## src/rtl/aes_key_schedule.sv

```systemverilog
// On-the-fly AES-128 round-key generator: presents one round key per cycle, no expansion RAM.
// Define AES_KEY_REVERSE_EN to honour dir and generate keys in reverse (decryption) order.
module aes_key_schedule #(
  parameter int NR = 10
) (
  input  logic         clock,
  input  logic         resetn,
  input  logic         key_load,
  input  logic [127:0] key_in,
  input  logic         start,
  input  logic         advance,
  input  logic         dir,
  output logic [127:0] rkey,
  output logic [3:0]   round,
  output logic         busy,
  output logic         done,
  output logic         err
);

  typedef enum logic {IDLE, RUN} state_t;

  localparam logic [3:0] LAST_ROUND = 4'(NR);

  state_t       state_q, state_d;
  logic [127:0] key_q, key_d;
  logic [127:0] rkey_q, rkey_d;
  logic [3:0]   round_q, round_d;
  logic         done_q, done_d;
  logic         err_q, err_d;

  logic [31:0]  w0, w1, w2, w3;
  logic [31:0]  subIn, subOut, fwdT;
  logic [127:0] fwdKey;

  function automatic logic [7:0] xtime(input logic [7:0] a);
    return {a[6:0], 1'b0} ^ (a[7] ? 8'h1b : 8'h00);
  endfunction

  function automatic logic [7:0] gfMul(input logic [7:0] a, input logic [7:0] b);
    logic [7:0] acc;
    logic [7:0] x;
    acc = 8'h00;
    x   = a;
    for (int i = 0; i < 8; i++) begin
      if (b[i]) acc = acc ^ x;
      x = xtime(x);
    end
    return acc;
  endfunction

  // S-box = affine(a^254); a^254 is the product of a^2, a^4, ... a^128 (and maps 0 to 0).
  function automatic logic [7:0] sbox(input logic [7:0] a);
    logic [7:0] inv;
    logic [7:0] base;
    inv  = 8'h01;
    base = a;
    for (int i = 0; i < 7; i++) begin
      base = gfMul(base, base);
      inv  = gfMul(inv, base);
    end
    return inv ^ {inv[6:0], inv[7]} ^ {inv[5:0], inv[7:6]} ^
           {inv[4:0], inv[7:5]} ^ {inv[3:0], inv[7:4]} ^ 8'h63;
  endfunction

  function automatic logic [31:0] subWord(input logic [31:0] w);
    return {sbox(w[31:24]), sbox(w[23:16]), sbox(w[15:8]), sbox(w[7:0])};
  endfunction

  function automatic logic [7:0] rcon(input logic [3:0] idx);
    logic [7:0] r;
    case (idx)
      4'd1:    r = 8'h01;
      4'd2:    r = 8'h02;
      4'd3:    r = 8'h04;
      4'd4:    r = 8'h08;
      4'd5:    r = 8'h10;
      4'd6:    r = 8'h20;
      4'd7:    r = 8'h40;
      4'd8:    r = 8'h80;
      4'd9:    r = 8'h1b;
      4'd10:   r = 8'h36;
      default: r = 8'h00;
    endcase
    return r;
  endfunction

  assign {w0, w1, w2, w3} = rkey_q;

`ifdef AES_KEY_REVERSE_EN
  logic         reverse_q, reverse_d;
  logic [127:0] lastKey_q, lastKey_d;
  logic         lastKeyValid_q, lastKeyValid_d;
  logic [31:0]  p0;
  logic [127:0] revKey;

  // One shared S-box bank: reverse steps substitute the recovered w3 instead of the current one.
  assign subIn  = reverse_q ? (w3 ^ w2) : w3;
  assign p0     = w0 ^ subOut ^ {rcon(round_q), 24'h0};
  assign revKey = {p0, w1 ^ w0, w2 ^ w1, w3 ^ w2};
`else
  logic unusedDir;
  assign unusedDir = dir;
  assign subIn     = w3;
`endif

  assign subOut = subWord({subIn[23:0], subIn[31:24]});
  assign fwdT   = subOut ^ {rcon(round_q + 4'd1), 24'h0};
  assign fwdKey = {w0 ^ fwdT, w1 ^ w0 ^ fwdT, w2 ^ w1 ^ w0 ^ fwdT, w3 ^ w2 ^ w1 ^ w0 ^ fwdT};

  always_comb begin
    state_d = state_q;
    key_d   = key_q;
    rkey_d  = rkey_q;
    round_d = round_q;
    done_d  = 1'b0;
    err_d   = err_q;
`ifdef AES_KEY_REVERSE_EN
    reverse_d      = reverse_q;
    lastKey_d      = lastKey_q;
    lastKeyValid_d = lastKeyValid_q;
`endif
    if (state_q == IDLE && key_load) begin
      key_d = key_in;
`ifdef AES_KEY_REVERSE_EN
      lastKeyValid_d = 1'b0;
`endif
    end
    if (start) begin
`ifdef AES_KEY_REVERSE_EN
      if (dir && !lastKeyValid_d) begin
        err_d = 1'b1;
      end else if (dir) begin
        state_d   = RUN;
        rkey_d    = lastKey_q;
        round_d   = LAST_ROUND;
        err_d     = 1'b0;
        reverse_d = 1'b1;
      end else
`endif
      begin
        state_d = RUN;
        rkey_d  = key_d;
        round_d = 4'd0;
        err_d   = 1'b0;
`ifdef AES_KEY_REVERSE_EN
        reverse_d = 1'b0;
`endif
      end
    end else if (state_q == RUN && advance) begin
`ifdef AES_KEY_REVERSE_EN
      if (reverse_q) begin
        rkey_d  = revKey;
        round_d = round_q - 4'd1;
        if (round_q == 4'd1) begin
          done_d  = 1'b1;
          state_d = IDLE;
        end
      end else
`endif
      begin
        rkey_d  = fwdKey;
        round_d = round_q + 4'd1;
        if (round_q + 4'd1 == LAST_ROUND) begin
          done_d  = 1'b1;
          state_d = IDLE;
`ifdef AES_KEY_REVERSE_EN
          lastKey_d      = fwdKey;
          lastKeyValid_d = 1'b1;
`endif
        end
      end
    end
    // A key change mid-sequence would corrupt the running schedule, so it is flagged, not applied.
    if (state_q == RUN && key_load) err_d = 1'b1;
  end

  always_ff @(posedge clock or negedge resetn) begin
    if (!resetn) begin
      state_q <= IDLE;
      key_q   <= '0;
      rkey_q  <= '0;
      round_q <= '0;
      done_q  <= 1'b0;
      err_q   <= 1'b0;
`ifdef AES_KEY_REVERSE_EN
      reverse_q      <= 1'b0;
      lastKey_q      <= '0;
      lastKeyValid_q <= 1'b0;
`endif
    end else begin
      state_q <= state_d;
      key_q   <= key_d;
      rkey_q  <= rkey_d;
      round_q <= round_d;
      done_q  <= done_d;
      err_q   <= err_d;
`ifdef AES_KEY_REVERSE_EN
      reverse_q      <= reverse_d;
      lastKey_q      <= lastKey_d;
      lastKeyValid_q <= lastKeyValid_d;
`endif
    end
  end

  assign rkey  = rkey_q;
  assign round = round_q;
  assign busy  = (state_q == RUN);
  assign done  = done_q;
  assign err   = err_q;

endmodule
```

## config.mk

```make
export PLATFORM = sky130hd
export DESIGN_NAME = aes_key_schedule
export DESIGN_NICKNAME = d
export VERILOG_FILES = /design/src/rtl/aes_key_schedule.sv
export SDC_FILE = /design/constraint.sdc
export NUM_CORES = 2
export LEC_CHECK = 0
export BUFFER_PORTS_ARGS = -buffer_cell sky130_fd_sc_hd__buf_2
export CORE_ASPECT_RATIO = 0.9
export CORE_UTILIZATION = 57
export DETAILED_ROUTE_END_ITERATION = 10
export PLACE_DENSITY = 0.77
export SETUP_SLACK_MARGIN = 0.2
export SYNTH_ARGS = -nofsm -noshare
export SYNTH_HDL_FRONTEND = slang
export SYNTH_SLANG_ARGS = --single-unit
export TNS_END_PERCENT = 30
```

## constraint.sdc

```tcl
create_clock -name clock -period 16.45 [get_ports clock]
set_input_delay 2.4675 -clock clock [delete_from_list [all_inputs] [get_ports clock]]
set_output_delay 2.4675 -clock clock [all_outputs]
set_load 0.02 [all_outputs]
```

==> impl_results.md <==
- Post-synth EDFFs: 0
- First-pass iteration count of the detailed router: 6
- Detailed Place HPWL: 160 mm
- Final setup viols: 0
- Starting Density: 57.7%
- CTS Sinks: 263
- Critical-path maximum fanout: 10
- DIE HEIGHT: 329 um
- Fin area: 75300 um^2
- Reg area: 6590 um^2
- RSZ-0062 raised after global routing: yes
- Setup Skew: 0.0180 ns
- Adder-cell share of the synthesized area: 0.474%
- Min Tclk post-route: 15.81 ns
- CTS tree: done
- Worst stage delay on the critical path: 0.50 ns
- Critical-path top delay cell: xnor3_2
- Die footprint: 120000 um^2
- Footprint of the multi-input gates: 59900 um^2
- Vias in the first global route: 59100
- Slew Limit Headroom: 17.5%
- Max cap viols: 0
- Slew Limit Fails: 0
- Cts bufs inserted: 29
- Largest net degree at the start of global routing: 127
- Seq/Total Area, Yosys: 9.73%
- Most common cell after layout, fill and taps aside: xnor2_1
- Yosys warning count: 0
- Layout area overhead: 11.4%
- H-tree depth: 1
- Worst-skew pair later-pin latency: 0.64 ns
- # DRC: 0
- DRT iter0 DRCs: 7222
- Routed WL per cell: 20.7 um
- Yosys cell types: 115
- I/O Pins: 269
- Fin nets: 8978
- Slew @ Worst Pin: 1.23 ns
- Final hold viol count: 0
- Reg clk slew, reported paths: 0.08 ns
- Total GRT Usage: 34.3%
- Row cnt: 119
- CP startpoint kind: flip-flop
- Async SR Flop Fraction: 100%
- Bufs on Longest Clock Path: 3
- Core box area: 117000 um^2
- Simple-gate share of the synthesized area: 18.6%
- Cell area after synthesis: 67600 um^2
- Post-DP Area: 72400 um^2
- Initial antenna violation count: 18
- Worst min-delay path class: reg2reg
- Vias: 64500
- Post-synth top area share: 20.5%
- Period utilisation layout: 96.1%
- Worst EP required: 16.93 ns
- Via/cell ratio: 6.19
- IO buf count: 267
- # fillers: 10200
- Combinational family with the most area after synthesis: XOR/XNOR gates
- Yosys reg bits: 263
- Root Buffer: clkbuf_16
- Area contributors post-synth: xnor2_1 (20%), xnor3_1 (13%), dfrtp_1 (9.7%)
- Syn_area_per_cell: 7.90 um^2
- Die Wd: 365 um
- CP endpoint kind: flip-flop
- Cell taking the most area after synthesis: xnor2_1
- Gr ovfl total: 0
- Syn_nets: 8717
- Post-route antenna net violation count: 0
- Total wire length: 215 mm
- GPL Wtd Cong: 0.984
- Most frequent cells in the layout: xnor2_1 (1469), nor2_1 (1110), nand2_1 (953)
- Run status: finished, final reports clean
- Syn Inst Count: 8559
- Post-Synth XOR/XNOR Area: 45.1%
- Most common cell on crit path: xnor3_1
- Synth Area in Compound Gates: 15.7%
- Global-route wire length before repair: 334 mm
- Max Clk Rate: 63.2 MHz
- Share of layout cells above drive strength 1: 16.7%
- Crit Path Category: reg2reg
- Post-synthesis mux area share: 6.22%
- Crit path DAT: 16.29 ns
- Primary FF master, synth: dfrtp_1
-- synthesized netlist by cell type, types with 156 or more instances --
cell	number
mux2i_1	204
mux2_2	177
xnor2_1	1580
a21oi_1	449
nor2_1	1124
xor2_1	479
dfrtp_1	263
xnor3_1	395
nand2_1	954
nor3_1	222
o21ai_0	434
clkbuf_1	390
nand3_1	156
-- state kept, by name, indices dropped and copies added, names as in the netlist --
| signal | flops |
|---|---|
| busy | 1 |
| key_q | 128 |
| done | 1 |
| err | 1 |
| rkey | 128 |
| round | 4 |
-- metal layers --
layer	track usage, %	vias up	share of wire, %
met5	0	-	0.059
met4	8.17	20	2.5
met3	6.79	382	11
met2	52.1	3266	44
met1	49.6	30900	42
li1	-	30000	-
-- timing repair --
action                     CTS  global route
setup endpoints to repair   70           126
pin swaps                    2            36
setup buffers                3            64
hold buffers                 0             0
resized for setup           43           186
gates cloned                 0             0
-- worst paths after layout --
check	start	end	slack, ns	cells past startpoint
max in group asynchronous	resetn	rkey[30]$_DFFE_PN0P_	12.42	3
worst min-delay path	key_q[54]$_DFF_PN0_	key_q[54]$_DFF_PN0_	0.49	1
min in group asynchronous	resetn	key_q[65]$_DFF_PN0_	1.82	1
worst min register to register	key_q[54]$_DFF_PN0_	key_q[54]$_DFF_PN0_	0.49	1
worst max register to register	rkey[8]$_DFFE_PN0P_	rkey[17]$_DFFE_PN0P_	0.64	57
worst max-delay path	rkey[8]$_DFFE_PN0P_	rkey[17]$_DFFE_PN0P_	0.64	57
-- layout make-up --
class,instances,area share [%]
clock buffers,39,1.07
diodes,1,0.00332
clock inverters,9,0.111
well taps,1573,2.61
inverters,80,0.399
flip-flops and latches,263,8.75
multi-input cells,7623,79.5
repair buffers,823,7.52
-- critical path, delay by kind of cell (launching register included) --
kind	cells	cell delay, ns
buf+inv	6	1.08
xor+xnor	38	11.59
flops	1	0.41
fa+ha+maj	2	0.60
simple gates	6	0.81
mux	3	0.83
compound gates	2	0.28
-- logic make-up (layout without fill, tap and decap cells) --
logic type,Yosys count,count (layout)
and+or+nand+nor,2889,2889
xor gates and xnor gates,2633,2633
DFF,263,263
buffers and inverters,673,951
adders and majority gates,26,26
AOI/OAI and AO/OA,1684,1684
other,0,1
muxes,391,391
-- stage by stage --
step	cells	hold slack (ns)	TNS [ns]	utilization, %	setup WS, ns
after floorplan	8559	0.470	0	-	0.920
after global placement	10300	0.477	-0.599	61.7	-0.201
final	10400	0.494	0	64.2	0.638
after detailed placement	10300	0.482	-7.58	61.7	-0.596
after CTS	10300	0.497	0	62.8	0.0294
after global routing	10400	0.504	0	64.2	0.0707
Power is left out: the tool's default activity adds up to more than one toggle a clock period on the data nets, which glitch-free logic cannot reach.
